`config.mk`:
```
export PLATFORM = sky130hd
export DESIGN_NAME = seq_det_param
export DESIGN_NICKNAME = d
export VERILOG_FILES = /design/src/rtl/seq_det_pkg.sv /design/src/rtl/seq_det_sat_cnt.sv /design/src/rtl/seq_det_param.sv
export SDC_FILE = /design/constraint.sdc
export NUM_CORES = 1
export LEC_CHECK = 0
export CORE_UTILIZATION = 52
export DETAILED_ROUTE_END_ITERATION = 7
export GPL_TIMING_DRIVEN = 0
export PLACE_DENSITY = 0.82
export SLEW_MARGIN = 20
export SYNTH_ARGS = -nofsm -noshare
export SYNTH_HDL_FRONTEND = slang
export SYNTH_SLANG_ARGS = --single-unit
```
`constraint.sdc`:
```
create_clock -name clk -period 3.4 [get_ports clk]
set_input_delay 0.68 -clock clk [delete_from_list [all_inputs] [get_ports clk]]
set_output_delay 0.68 -clock clk [all_outputs]
set_load 0.05 [all_outputs]
```
`src/rtl/seq_det_pkg.sv`:
```
// Shared types and defaults for the parametrised serial sequence detector.
// Holds the FSM state encoding, reset defaults and the fill counter width helper.
package seq_det_pkg;

    typedef enum logic {
        FILL  = 1'b0,
        ARMED = 1'b1
    } det_state_e;

    localparam logic [3:0] SEQ_DEF_PATTERN = 4'b1011;
    localparam logic       SEQ_DEF_OVERLAP = 1'b1;

    function automatic int fill_w(input int seq_w);
        return $clog2(seq_w + 1);
    endfunction

endpackage

```
`src/rtl/seq_det_sat_cnt.sv`:
```
// Saturating up-counter with a clear input that takes priority over increment.
// Holds at all-ones instead of wrapping.
module seq_det_sat_cnt #(
    parameter int CNT_W = 8
) (
    input  logic             clk,
    input  logic             reset,
    input  logic             inc,
    input  logic             clr,
    output logic [CNT_W-1:0] cnt_o
);

    logic [CNT_W-1:0] cnt_q;

    always_ff @(posedge clk) begin
        if (reset || clr) begin
            cnt_q <= '0;
        end else if (inc && (cnt_q != {CNT_W{1'b1}})) begin
            cnt_q <= cnt_q + 1'b1;
        end
    end

    assign cnt_o = cnt_q;

endmodule

```
`src/rtl/seq_det_param.sv`:
```
// Serial pattern detector with a programmable pattern, overlap select,
// valid qualifier and a saturating match counter.
module seq_det_param
    import seq_det_pkg::*;
#(
    parameter int               SEQ_W       = 4,
    parameter int               CNT_W       = 8,
    parameter logic [SEQ_W-1:0] DEF_PATTERN = SEQ_W'(SEQ_DEF_PATTERN),
    parameter logic             DEF_OVERLAP = SEQ_DEF_OVERLAP
) (
    input  logic             clk,
    input  logic             reset,
    input  logic             cfg_load,
    input  logic [SEQ_W-1:0] cfg_pattern,
    input  logic             cfg_overlap,
    input  logic             serial_in,
    input  logic             serial_vld,
    input  logic             cnt_clr,
    output logic             seq_det_o,
    output logic [CNT_W-1:0] match_cnt_o
);

    localparam int FW = fill_w(SEQ_W);

    det_state_e       state_q, state_d;
    logic [SEQ_W-1:0] hist_q, hist_d, hist_nx;
    logic [SEQ_W-1:0] pattern_q, pattern_d;
    logic             overlap_q, overlap_d;
    logic [FW-1:0]    fill_q, fill_d, fill_inc;
    logic             det_q, hit;

    assign hist_nx  = {hist_q[SEQ_W-2:0], serial_in};
    assign fill_inc = fill_q + 1'b1;

    always_comb begin
        state_d   = state_q;
        hist_d    = hist_q;
        pattern_d = pattern_q;
        overlap_d = overlap_q;
        fill_d    = fill_q;
        hit       = 1'b0;
        if (cfg_load) begin
            pattern_d = cfg_pattern;
            overlap_d = cfg_overlap;
            hist_d    = '0;
            fill_d    = '0;
            state_d   = FILL;
        end else if (serial_vld) begin
            hist_d = hist_nx;
            unique case (state_q)
                FILL: begin
                    fill_d = fill_inc;
                    if (fill_inc == FW'(SEQ_W)) begin
                        hit     = (hist_nx == pattern_q);
                        state_d = ARMED;
                    end
                end
                ARMED: begin
                    hit = (hist_nx == pattern_q);
                end
                default: state_d = FILL;
            endcase
            // Non-overlap: the next match must be built from fresh bits only.
            if (hit && !overlap_q) begin
                fill_d  = '0;
                state_d = FILL;
            end
        end
    end

    always_ff @(posedge clk) begin
        if (reset) begin
            state_q   <= FILL;
            hist_q    <= '0;
            pattern_q <= DEF_PATTERN;
            overlap_q <= DEF_OVERLAP;
            fill_q    <= '0;
            det_q     <= 1'b0;
        end else begin
            state_q   <= state_d;
            hist_q    <= hist_d;
            pattern_q <= pattern_d;
            overlap_q <= overlap_d;
            fill_q    <= fill_d;
            det_q     <= hit;
        end
    end

    seq_det_sat_cnt #(
        .CNT_W(CNT_W)
    ) u_cnt (
        .clk  (clk),
        .reset(reset),
        .inc  (hit),
        .clr  (cnt_clr),
        .cnt_o(match_cnt_o)
    );

    assign seq_det_o = det_q;

endmodule

```
# Word level (Yosys, flattened, before mapping)
# Index checks and enable logic that the tools add are counted.
[totals] elab_cells=31 inputBits=11 register_bits=21
[classes] reduce_logical=6 addsub=2 muxes=11 n_bitwise=1 n_eq_ne=4
[op_table] operator="8-bit by 1-bit adder with 8-bit output, second input constant" count=1
[op_table] operator="1-bit two-way mux" count=8
[op_table] operator="8-bit inequality test, second input constant" count=1
[op_table] operator="3-bit two-way mux" count=2
[op_table] operator="4-bit equality test" count=1
[op_table] operator="3-bit by 1-bit adder with 3-bit output, second input constant" count=1
[op_table] operator="3-bit equality test, second input constant" count=1
[op_table] operator="1-bit logical AND" count=2
[op_table] operator="2-bit by 1-bit inequality test with 1-bit output, second input constant" count=1
[op_table] operator="1-bit case mux with 2 select lines" count=1
[op_table] operator="2-bit AND reduction" count=1
[op_table] operator="2-bit OR reduction" count=1
[op_table] operator="1-bit logical NOT" count=1
[op_table] operator="1-bit logical OR" count=1
[op_table] operator="1-bit NOT" count=1

# Logic depth before layout (Yosys ltp)
[logic_depth] depth_word=9 ltp_mapped=7

# Cells and area by module
# A second synthesis with hierarchy kept.
[hier_totals] cells_unflattened=116 hier_area_um2=1074.8
[by_module_without_submodules] mod="seq_det_param" cells_per_inst=68 seq_area_each_um2=260.2 area_per_inst_um2=653.1 n_inst=1
[by_module_without_submodules] mod="seq_det_sat_cnt" cells_per_inst=48 seq_area_each_um2=160.2 area_per_inst_um2=421.7 n_inst=1

# Worst setup path before layout
# Ideal clock, no wire load.
[synth_timing] path_kind="input to register" startpoint="input serial_in" endpoint="register u_cnt.cnt_q[3], in the netlist u_cnt.cnt_o[3]" t_required_ns=3.330 n_path_buf=1 cell_stages=6 path_slack_ns=1.358 t_arrival_ns=1.972 cell_sequence="xnor2_1 -> nand4_1 -> or4_4 -> buf_6 -> or3_1 -> a21oi_1"
[synth_between] elab_chain_len=8
[synth_rtl] element="start: declaration" line="seq_det_param.sv:16" rtl="input logic serial_in,"
[synth_rtl] element="4-bit equality test *" line="seq_det_param.sv:54, seq_det_param.sv:59"
[synth_rtl] element="1-bit two-way mux" line="seq_det_param.sv:53" rtl="if (fill_inc == FW'(SEQ_W)) begin"
[synth_rtl] element="1-bit case mux with 2 select lines *" line="seq_det_param.sv:50" rtl="unique case (state_q)"
[synth_rtl] element="1-bit two-way mux *" line="seq_det_param.sv:48" rtl="end else if (serial_vld) begin"
[synth_rtl] element="1-bit two-way mux *" line="seq_det_param.sv:42" rtl="if (cfg_load) begin"
[synth_rtl] element="1-bit two-way mux *" line="seq_det_param.sv:48"
[synth_rtl] element="1-bit two-way mux *" line="seq_det_param.sv:42"
[synth_rtl] element="1-bit logical AND *" line="seq_det_sat_cnt.sv:18" rtl="end else if (inc && (cnt_q != {CNT_W{1'b1}})) begin"
[synth_rtl] element="end signal: assignment" line="seq_det_sat_cnt.sv:19" rtl="cnt_q <= cnt_q + 1'b1;"
[synth_rtl] element="end: declaration" line="seq_det_sat_cnt.sv:13" rtl="logic [CNT_W-1:0] cnt_q;"
# Every way passes the cells marked *; elsewhere a longest branch is shown, timed or not. The select of a mux whose other input is x is not followed.
# A chain may end at the register's enable or synchronous reset.

# Worst setup path after layout
[layout_timing] startpoint="input serial_vld" endpoint="register u_cnt.cnt_q[3], in the netlist u_cnt.cnt_o[3]"
[layout_between] elab_chain_len=3
[layout_rtl] element="start: declaration" line="seq_det_param.sv:17" rtl="input logic serial_vld,"
[layout_rtl] element="1-bit two-way mux" line="seq_det_param.sv:48"
[layout_rtl] element="1-bit two-way mux" line="seq_det_param.sv:42"
[layout_rtl] element="1-bit logical AND" line="seq_det_sat_cnt.sv:18"
# Every way passes these cells.

==> flow_metrics.env <==
export IMPL_outcome="complete, no violations"
export IMPL_htree_num_levels=1
export IMPL_ir_worst_vdd_mv=0.301
export IMPL_register_area_um2=420
export IMPL_post_drt_via_cell_ratio=5.30
export IMPL_worst_pin_slew_ps=501
export IMPL_crit_path_max_fanout=10
export IMPL_syn_instance_count=106
export IMPL_synth_ff_latch_count=21
export IMPL_first_global_vias=776
export IMPL_crit_path_max_incr_delay_ps=610
export IMPL_synth_warnings=0
export IMPL_overall_global_routing_usage=0.218
export IMPL_critPathArrivalTime_ps=2650
export IMPL_timing_final_ws_setup_ps=990
export IMPL_grt_setup_unrepaired="false"
export IMPL_start_kind="input port"
export IMPL_clock_fmax_ghz=0.415
export IMPL_worst_setup_hold_path_clk_slew_ps=110
export IMPL_dpl_hpwl_um=1350
export IMPL_routed_wire_length_per_instance_um=11.9
export IMPL_post_cts_buffers=0
export IMPL_grt_overflow_total=0
export IMPL_routabilityCongestion=0.771
export IMPL_die_y_um=44.9
export IMPL_io_buffers=19
export IMPL_fillCellCount=163
export IMPL_cp_top_family="buffers and inverters"
export IMPL_pin_count_of_the_biggest_net_entering_global_routing=12
export IMPL_clockBufferDepth=2
export IMPL_slew_limit_headroom=0.665
export IMPL_post_route_cell_area_mm2=0.00121
export IMPL_worst_path_slowest_cell="or4_4"
export IMPL_syn_area_per_cell_um2=9.04
export IMPL_power_density_mw_per_mm2=343
export IMPL_skew_ps=2.72
export IMPL_synth_cell_area_um2=958
export IMPL_horizontal_die_dimension_um=44.9
export IMPL_die_area_mm2=0.00202
export IMPL_final_min_clock_period_ps=2410
export IMPL_max_cap_violations=0
export IMPL_setup_violations=0
export IMPL_leakagePower_nw=0.439
export IMPL_area_taken_by_multi_input_logic_gates_um2=504
export IMPL_required_ps=3640
export IMPL_synth_fp_nets=120
export IMPL_layout_overhead_on_the_synthesized_area_pct=25.8
export IMPL_tritoncts="yes"
export IMPL_post_route_period_util=0.709
export IMPL_row_count=15
export IMPL_drt_pre_antenna_iters=4
export IMPL_clock_sink_count=21
export IMPL_min_delay_path_class="reg2reg"
export IMPL_final_net_count=144
export IMPL_critPathBufInv=3
export IMPL_boundaryPins=20
export IMPL_drive_gt1_frac=0.0775
export IMPL_totalNegativeSetupSlack_ps=0
export IMPL_timing_final_max_slew_violations=0
export IMPL_cts_root_buffer_cell="clkbuf_4"
export IMPL_synth_cell_types=26
export IMPL_antenna_violating_nets_post_route=0
export IMPL_grt_antenna_before_repair=0
export IMPL_detailed_place_area_mm2=0.00118
export IMPL_initial_core_util=0.555
export IMPL_cp_end_kind="flip-flop"
export IMPL_number_of_cts_inserted_buffers=3
export IMPL_drt_iter0_markers=20
export IMPL_cts_hold_repair_buffers=0
export IMPL_antenna_cells_inserted=0
export IMPL_hold_viol_final=0
export IMPL_cell_by_cell_listing_of_the_critical_path="clkdlybuf4s50_1, inv_1, or4_4, buf_6, or3_1, a21oi_1"
export IMPL_detailedPlace_worstSlack_ps=684
export IMPL_ctsResizeCount=0
export IMPL_ys_seq_area_frac=0.439
export IMPL_detailroute_via_count=816
export IMPL_drc=0
export IMPL_core_mm2=0.00173
export IMPL_timing_worst_setup_path_type="in2reg"
export IMPL_finalPower_mw=0.413
export IMPL_grt_pass1_wl_um=3190
export IMPL_clk_insertion_delay_late_ps=300
export IMPL_drt_wl_total_um=1830
-- flip-flops by register name, indices dropped and copies added (netlist names) --
register     cells
fill_q           3
hist_q           3
overlap_q        1
pattern_q        4
seq_det_o        1
state_q          1
u_cnt.cnt_o      8
-- final timing paths --
path                                    start  cells after the start  slack [ps]                     endpoint
setup / recovery                   serial_vld                      6         990  u_cnt.cnt_o[3]$_SDFFE_PP0P_
hold / removal    u_cnt.cnt_o[7]$_SDFFE_PP0P_                      2         510  u_cnt.cnt_o[7]$_SDFFE_PP0P_
setup reg to reg       fill_q[0]$_SDFFE_PP0P_                      7        1270  u_cnt.cnt_o[3]$_SDFFE_PP0P_
hold reg to reg   u_cnt.cnt_o[7]$_SDFFE_PP0P_                      2         510  u_cnt.cnt_o[7]$_SDFFE_PP0P_
-- per-layer routing --
layer / vias to the layer above / global-route usage / routed length (um)
li1: 420 / - / -
met1: 372 / 0.264 / 859
met2: 20 / 0.362 / 881
met3: 4 / 0.0480 / 60
met4: 0 / 0.109 / 28
met5: - / 0 / 0
-- where the power goes --
group / total [mW] / internal, mW / leakage, nW / switching (mW)
Clock: 0.120 / 0.0458 / 0.0150 / 0.0747
Sequential: 0.255 / 0.251 / 0.171 / 0.00391
Combinational: 0.0376 / 0.0224 / 0.253 / 0.0153
Total: 0.413 / 0.319 / 0.439 / 0.0938
-- synthesized netlist by cell type --
cell	number	area [um2]
or4_4	1	11.3
or3_1	4	25.0
mux2_2	1	11.3
or3_2	1	7.51
nand2_1	4	15.0
nand4_1	2	12.5
dfxtp_1	21	420
and3_1	1	6.26
o31ai_1	1	7.51
inv_1	3	11.3
mux2i_1	5	50.1
or2_2	3	18.8
o21ai_0	8	40.0
nand3_1	6	30.0
or4_1	1	7.51
buf_6	1	11.3
a21oi_1	9	45.0
nor2_1	8	30.0
clkbuf_1	3	11.3
a211o_1	4	35.0
xnor2_1	4	35.0
nor2b_1	4	25.0
o21bai_1	1	7.51
nor3_1	4	20.0
xor2_1	3	26.3
ha_1	3	37.5
-- layout by cell type, fill, tap and decap left out, types with 5 or more instances in the layout --
cell / count
clkdlybuf4s50_1: 19
o21ai_0: 8
mux2i_1: 5
nor2_1: 8
dfxtp_1: 21
nand3_1: 6
a21oi_1: 9
-- worst min-delay path, delay by kind of cell (launching register included) --
family,cells,cell delay (ps)
AO/OA/AOI/OAI,2,130
flip-flops,1,350
-- cells by family after synthesis --
group | count (synthesis) | synth area share
buffers and inverters | 7 | 0.0352
AO/OA/AOI/OAI | 23 | 0.141
flip-flops | 21 | 0.439
XOR/XNOR | 7 | 0.0640
adder cells (fa/ha/maj) | 3 | 0.0392
multiplexers | 6 | 0.0640
AND/OR/NAND/NOR | 39 | 0.218
-- per-stage QoR --
stage               std cells  hold WS, ps  utilization
finish                    154          508        0.699
global placement          150          479        0.683
floorplan                 106          463            -
global route              154          531        0.699
CTS                       154          510        0.699
detailed placement        150          494        0.683
-- cell type report --
type	instances	area share
tap	25	0.0259
buffer	4	0.0187
multi-input combinational	78	0.418
sequential	21	0.349
inverter	3	0.00934
clock buffer	4	0.0218
timing repair buffer	19	0.158
No activity file was read; power rests on OpenSTA's default activity.
